<file path="src/rtl/playback_sequencer_if.sv">
// playback_sequencer_if
//   Bundles the control inputs and playback outputs of the audio playback
//   sequencer so that the sequencer and its driver connect through one port.
//
//   Signals:
//     enable      global run; low freezes the sequencer
//     trig[3:0]   level trigger per clip; a rising edge requests that clip
//     stop        abort playback and flush pending requests
//     loop        sampled at clip end; high replays the same clip
//     rom_addr    current 14-bit ROM sample address
//     sample_tick one-cycle pulse per sample period while playing
//     play_en     enable for the PWM stage
//     active_clip index of the granted clip
//     busy        high whenever the sequencer is not idle
//     clip_done   one-cycle pulse when a clip's last sample period ends
//     pending     latched, not-yet-granted requests
//
//   Modports:
//     master  drives the control inputs, observes the outputs
//     slave   the sequencer itself
interface playback_sequencer_if;
  logic        enable;
  logic [3:0]  trig;
  logic        stop;
  logic        loop;
  logic [13:0] rom_addr;
  logic        sample_tick;
  logic        play_en;
  logic [1:0]  active_clip;
  logic        busy;
  logic        clip_done;
  logic [3:0]  pending;

  modport master (
    output enable, trig, stop, loop,
    input  rom_addr, sample_tick, play_en, active_clip, busy, clip_done, pending
  );

  modport slave (
    input  enable, trig, stop, loop,
    output rom_addr, sample_tick, play_en, active_clip, busy, clip_done, pending
  );
endinterface

</file>
<file path="src/rtl/playback_sequencer.sv">
// playback_sequencer
//   Generates the ROM address stream for the audio player. A table of four
//   clips (start address, length) is fixed by parameters. Rising edges on
//   trig latch requests, which are granted lowest index first. The granted
//   clip is played one address per sample period, followed by a silent gap
//   before the next grant.
//
//   Ports:
//     clk   system clock
//     rst   synchronous active-high reset
//     bus   playback_sequencer_if.slave (enable, trig, stop, loop in;
//           rom_addr, sample_tick, play_en, active_clip, busy, clip_done,
//           pending out)
module playback_sequencer #(
  parameter int          CLOCK_RATE  = 400_000,
  parameter int          SAMPLE_RATE = 16_000,
  parameter logic [55:0] CLIP_START  = {14'd12288, 14'd8192, 14'd4096, 14'd0},
  parameter logic [55:0] CLIP_LEN    = {4{14'd4096}},
  parameter int          GAP_CYCLES  = 16
) (
  input logic                 clk,
  input logic                 rst,
  playback_sequencer_if.slave bus
);

  localparam int DIVIDER = CLOCK_RATE / SAMPLE_RATE;
  localparam int DW      = (DIVIDER > 1) ? $clog2(DIVIDER) : 1;
  localparam int GW      = (GAP_CYCLES > 1) ? $clog2(GAP_CYCLES) : 1;
  localparam logic [DW-1:0] DIV_LAST = DW'(DIVIDER - 1);
  localparam logic [GW-1:0] GAP_LAST = GW'(GAP_CYCLES - 1);

  typedef enum logic [1:0] {IDLE, LOAD, PLAY, GAP} state_t;

  state_t        state, state_next;
  logic [3:0]    trig_q, trig_rise, pending, pending_next;
  logic [1:0]    active_clip, active_next, grant_idx;
  logic [13:0]   rom_addr, addr_next, remaining, remaining_next;
  logic [DW-1:0] divider, divider_next;
  logic [GW-1:0] gap_cnt, gap_next;
  logic          tick, done, grant;

  function automatic logic [13:0] clip_start(input logic [1:0] idx);
    return CLIP_START[14*idx +: 14];
  endfunction

  // Remaining-sample count loaded at clip start; a zero length still plays
  // one sample.
  function automatic logic [13:0] clip_last(input logic [1:0] idx);
    logic [13:0] len;
    len = CLIP_LEN[14*idx +: 14];
    return (len == 14'd0) ? 14'd0 : len - 14'd1;
  endfunction

  assign trig_rise = bus.trig & ~trig_q;

  // Lowest pending index wins the grant.
  always_comb begin
    grant_idx = 2'd0;
    for (int i = 3; i >= 0; i--) begin
      if (pending[i]) grant_idx = 2'(i);
    end
  end

  always_ff @(posedge clk) begin
    if (rst) begin
      state       <= IDLE;
      trig_q      <= '0;
      pending     <= '0;
      active_clip <= '0;
      rom_addr    <= '0;
      remaining   <= '0;
      divider     <= '0;
      gap_cnt     <= '0;
    end else begin
      state       <= state_next;
      trig_q      <= bus.trig;
      pending     <= pending_next;
      active_clip <= active_next;
      rom_addr    <= addr_next;
      remaining   <= remaining_next;
      divider     <= divider_next;
      gap_cnt     <= gap_next;
    end
  end

  // Next-state and datapath updates. Everything except request latching and
  // stop is frozen while enable is low. Request bits set after the grant
  // clear so a same-cycle re-trigger survives; stop overrides all of it.
  always_comb begin
    state_next     = state;
    pending_next   = pending;
    active_next    = active_clip;
    addr_next      = rom_addr;
    remaining_next = remaining;
    divider_next   = divider;
    gap_next       = gap_cnt;
    tick           = 1'b0;
    done           = 1'b0;
    grant          = 1'b0;

    if (bus.enable) begin
      case (state)
        IDLE: grant = |pending;
        LOAD: begin
          addr_next      = clip_start(active_clip);
          remaining_next = clip_last(active_clip);
          divider_next   = '0;
          state_next     = PLAY;
        end
        PLAY: begin
          if (divider == DIV_LAST) begin
            divider_next = '0;
            tick         = 1'b1;
            if (remaining != 14'd0) begin
              addr_next      = rom_addr + 14'd1;
              remaining_next = remaining - 14'd1;
            end else begin
              done = 1'b1;
              if (bus.loop) begin
                addr_next      = clip_start(active_clip);
                remaining_next = clip_last(active_clip);
              end else begin
                state_next = GAP;
                gap_next   = '0;
              end
            end
          end else begin
            divider_next = divider + DW'(1);
          end
        end
        GAP: begin
          if (gap_cnt == GAP_LAST) begin
            if (|pending) grant = 1'b1;
            else state_next = IDLE;
          end else begin
            gap_next = gap_cnt + GW'(1);
          end
        end
        default: state_next = IDLE;
      endcase
    end

    if (grant) begin
      active_next             = grant_idx;
      pending_next[grant_idx] = 1'b0;
      state_next              = LOAD;
    end

    pending_next = pending_next | trig_rise;

    if (bus.stop) begin
      state_next     = IDLE;
      pending_next   = '0;
      divider_next   = '0;
      active_next    = active_clip;
      addr_next      = rom_addr;
      remaining_next = remaining;
      gap_next       = gap_cnt;
      tick           = 1'b0;
      done           = 1'b0;
    end
  end

  assign bus.rom_addr    = rom_addr;
  assign bus.sample_tick = tick;
  assign bus.clip_done   = done;
  assign bus.play_en     = bus.enable && (state == PLAY);
  assign bus.active_clip = active_clip;
  assign bus.busy        = (state != IDLE);
  assign bus.pending     = pending;

endmodule

</file>
<file path="src/flat_wrapper.sv">
// flat-port wrapper written by rule: the top's interface ports become plain ports
module playback_sequencer_flat 
#(
  parameter int          CLOCK_RATE  = 400_000,
  parameter int          SAMPLE_RATE = 16_000,
  parameter logic [55:0] CLIP_START  = {14'd12288, 14'd8192, 14'd4096, 14'd0},
  parameter logic [55:0] CLIP_LEN    = {4{14'd4096}},
  parameter int          GAP_CYCLES  = 16
)
  (clk, rst, bus_enable, bus_trig, bus_stop, bus_loop, bus_rom_addr, bus_sample_tick, bus_play_en, bus_active_clip, bus_busy, bus_clip_done, bus_pending);
  playback_sequencer_if bus_i ();
  input logic clk;
  input logic rst;
  input wire logic [$bits(bus_i.enable)-1:0] bus_enable;
  input wire logic [$bits(bus_i.trig)-1:0] bus_trig;
  input wire logic [$bits(bus_i.stop)-1:0] bus_stop;
  input wire logic [$bits(bus_i.loop)-1:0] bus_loop;
  output wire logic [$bits(bus_i.rom_addr)-1:0] bus_rom_addr;
  output wire logic [$bits(bus_i.sample_tick)-1:0] bus_sample_tick;
  output wire logic [$bits(bus_i.play_en)-1:0] bus_play_en;
  output wire logic [$bits(bus_i.active_clip)-1:0] bus_active_clip;
  output wire logic [$bits(bus_i.busy)-1:0] bus_busy;
  output wire logic [$bits(bus_i.clip_done)-1:0] bus_clip_done;
  output wire logic [$bits(bus_i.pending)-1:0] bus_pending;
  assign bus_i.enable = bus_enable;
  assign bus_i.trig = bus_trig;
  assign bus_i.stop = bus_stop;
  assign bus_i.loop = bus_loop;
  assign bus_rom_addr = bus_i.rom_addr;
  assign bus_sample_tick = bus_i.sample_tick;
  assign bus_play_en = bus_i.play_en;
  assign bus_active_clip = bus_i.active_clip;
  assign bus_busy = bus_i.busy;
  assign bus_clip_done = bus_i.clip_done;
  assign bus_pending = bus_i.pending;
  playback_sequencer #(.CLOCK_RATE(CLOCK_RATE), .SAMPLE_RATE(SAMPLE_RATE), .CLIP_START(CLIP_START), .CLIP_LEN(CLIP_LEN), .GAP_CYCLES(GAP_CYCLES)) u_core (.clk(clk), .rst(rst), .bus(bus_i));
endmodule
</file>
<file path="config.mk">
export PLATFORM = sky130hd
export DESIGN_NAME = playback_sequencer_flat
export DESIGN_NICKNAME = d
export VERILOG_FILES = /design/src/rtl/playback_sequencer_if.sv /design/src/rtl/playback_sequencer.sv /design/src/flat_wrapper.sv
export SDC_FILE = /design/constraint.sdc
export NUM_CORES = 1
export LEC_CHECK = 0
export ABC_CLOCK_PERIOD_IN_PS = 2400
export CAP_MARGIN = 5
export CORE_AREA = 5 5 110 86
export DETAILED_ROUTE_END_ITERATION = 12
export DIE_AREA = 0 0 115 91
export PLACE_DENSITY_LB_ADDON = 0.08
export SYNTH_ARGS = -nofsm -noshare
export SYNTH_HDL_FRONTEND = slang
export SYNTH_SLANG_ARGS = --single-unit
</file>
<file path="constraint.sdc">
create_clock -name clk -period 2.4 [get_ports clk]
set_input_delay 0.24 -clock clk [delete_from_list [all_inputs] [get_ports clk]]
set_output_delay 0.24 -clock clk [all_outputs]
set_load 0.005 [all_outputs]
</file>
==> flow_summary.yaml <==
run_status:
  run_status: "complete, no violations"
hold_path:
  worst_hold_path_type: "reg -> reg"
layout:
  fin_cells: 463
  antenna_cells: 0
  final_layout_size_suffix_gt1_share_pct: 10.70
  design_area_sq_um: 3306
  layout.nets: 374
  final_util_pct: 39.96
  area_growth_pct: 22.15
sta:
  skew_ns: 0.007629
  rsz0062_at_grt: "no"
  maxSlewHeadroom_pct: 60.55
  whs_ns: 0.4972
  finalMaxSlewViolations: 0
  layout_worst_path_cycle_share_pct: 92.64
  hold_viol: 0
  fmax_mhz: 449.8
  worst_slack_ns: 0.1767
  period_minus_slack_ns: 2.223
  tightestPinTransition_ns: 0.5856
  finalSetupViolCount: 0
  tns_ns: 0
placement:
  numPortBuffers: 32
  dp_hpwl_mm: 5.089
  place.gp.congestion: 0.7931
  dpl_worst_slack_ns: 0.3113
  place_inst: 454
  place_area_sq_um: 3192
route:
  drc_errors: 0
  vias: 2379
  routed_via_density: 5.138
  first_pass_iters: 4
  wirelength_mm: 6.885
  ant_nets: 0
  detail_route.wl_per_cell_microns: 14.87
  drt_iter0_markers: 122
yosys:
  ys_warn_count: 0
  synth.area.top_cells: "dfxtp_1, xor2_1, nor2_1"
  syn-instance-count: 317
  ys_ff_latch: 49
  avgSynthCellArea_sq_um: 8.537
  synth_top_area_share_pct: 36.25
  seq_area_frac_synth_pct: 36.25
  synth.cell_area_sq_um: 2706
  synth.net_count: 336
  yosysTopAreaCell: "dfxtp_1"
  synth_cell_types: 57
worst_setup_path:
  worstPathMaxFanout: 7
  regToRegSetupSlack_ns: 0.35
  reg2reg_depth: 7
  end_kind: "output pin"
  crit_end: "bus_sample_tick"
  criticalPathCategory: "reg -> out"
  crit_start: "u_core.state[0]"
  rr_startpoint: "u_core.remaining[0]"
  arrival_ns: 1.98
  required_ns: 2.16
  reg2reg_to: "u_core.remaining[8]"
  start_kind: "register"
floorplan:
  io_pins: 33
  die_height_microns: 91
  fp.dieW_microns: 115
  rows: 29
  initial_core_util_pct: 32.71
  core_area_sq_um: 8273
  dieArea_sq_um: 10470
clock_tree:
  cts_htree_levels: 2
  clock-sinks: 49
  numCtsBuffers: 5
  clk_latency_ns: 0.30
  root_buffer: "clkbuf_8"
  cts_tree: "done"
  clockBufferDepth: 2
  path_clk_slew_ns: 0.09
global_routing:
  grt_pass1_vias: 2300
  grt_overflow_total: 0
  grtUsageTotal_pct: 13.44
  grt_pass1_wl_mm: 11.59
  grt_antenna_before_repair: 0
  grt_start_max_net_pins: 17
power_and_ir_drop:
  vdd_drop_max_mv: 0.2122
  total_power_mw: 1.534
  cellPowerDensity_nw_per_um2: 463.9
  p_leak_nw: 1.210
flow_run:
  cap_violations: 0
[cells by family after synthesis]
group,share of synthesized area [%]
flip-flops,36.25
XOR/XNOR,6.796
buffers and inverters,5.178
AO/OA/AOI/OAI,16.18
adder cells (fa/ha/maj),4.623
AND/OR/NAND/NOR,30.98
[flip-flops by register name, summed over array words and instances (netlist names)]
name                    flops
u_core.bus.active_clip      2
u_core.bus.rom_addr        14
u_core.gap_cnt              4
u_core.trig_q               4
u_core.bus.pending          4
u_core.remaining           14
u_core.state                2
u_core.divider              5
[layer usage]
metal	track usage, %	part of all wire (%)	up-vias
met5	0	0	-
met4	2.639	0.64	0
met3	2.990	3.6	5
met2	19.12	41	44
met1	20.66	55	1104
li1	-	-	1226
[how the worst min path moves through the flow]
stage | startpoint | to | slack, ns | cells after the start
finish | u_core.trig_q[2] | u_core.bus.pending[2] | 0.50 | 2
global route | bus_trig[0] | u_core.trig_q[0] | 0.50 | 2
CTS | bus_trig[0] | u_core.trig_q[0] | 0.50 | 2
detailed placement | u_core.bus.active_clip[1] | u_core.bus.active_clip[1] | 0.49 | 2
global placement | u_core.trig_q[3] | u_core.bus.pending[3] | 0.48 | 2
floorplan | bus_trig[0] | u_core.trig_q[0] | 0.37 | 1
[worst max-delay path, stage by stage (launching register included)]
cell             delay [ns]
dfxtp_1                0.34
inv_1                  0.10
ha_1                   0.36
nand2_1                0.16
nor3_1                 0.20
clkdlybuf4s50_1        0.53
[synthesized netlist by cell type (all sizes together)]
| cell type | n |
|---|---|
| inv | 14 |
| o211ai | 1 |
| o41ai | 1 |
| ha | 10 |
| o2111ai | 1 |
| o21bai | 1 |
| o31ai | 3 |
| nand4b | 3 |
| and3 | 4 |
| nor3b | 3 |
| a211oi | 1 |
| dfxtp | 49 |
| o21ai | 9 |
| a22oi | 1 |
| nand3b | 3 |
| clkbuf | 7 |
| or2 | 2 |
| a211o | 1 |
| or3 | 2 |
| nand4 | 15 |
| a21oi | 24 |
| and4b | 1 |
| xor2 | 16 |
| a41o | 4 |
| nor4b | 3 |
| xnor2 | 5 |
| or3b | 2 |
| nor3 | 11 |
| a311oi | 10 |
| a221oi | 1 |
| and4 | 2 |
| buf | 10 |
| nor2b | 7 |
| nand3 | 14 |
| a2111oi | 1 |
| nor2 | 36 |
| nand2 | 19 |
| nor4 | 6 |
| and2 | 4 |
| nand2b | 5 |
| a31oi | 1 |
| a41oi | 1 |
| or4 | 2 |
| o21a | 1 |
[cells in the final DEF, fill, tap and decap left out, drive strengths merged, types with 2 or more instances in the layout]
cell and count:
a21oi 24, a311oi 10, a41o 4, and2 4
and3 4, and4 2, buf 16, clkbuf 6
clkdlybuf4s50 31, dfxtp 49, ha 10, inv 14
nand2 19, nand2b 5, nand3 14, nand3b 3
nand4 15, nand4b 3, nor2 36, nor2b 7
nor3 11, nor3b 3, nor4 6, nor4b 3
o21ai 9, o31ai 3, or2 2, or3 2
or3b 2, or4 2, xnor2 5, xor2 16
[report_power, final]
group          total, mW  switching, mW  internal, mW
Sequential         0.843         0.0170         0.826
Clock              0.507          0.278         0.229
Combinational      0.184         0.0959        0.0878
Total               1.53          0.391          1.14
[layout make-up]
| type | count | area, sq um |
|---|---|---|
| Sequential cell | 49 | 980.9 |
| Clock buffer | 6 | 82.58 |
| Multi-Input combinational cell | 237 | 1592 |
| Tap cell | 108 | 135.1 |
| Fill cell | 863 | 4967 |
| Timing Repair Buffer | 48 | 455.4 |
| Clock inverter | 1 | 7.507 |
| Inverter | 14 | 52.55 |
[repair_timing]
action	4_1_cts	5_1_grt
hold buffers	0	0
endpoints found under the setup margin	1	1
buffers inserted	1	1
pin swaps	0	1
gates resized for setup	0	2
Power figures use the tool's default switching activity.
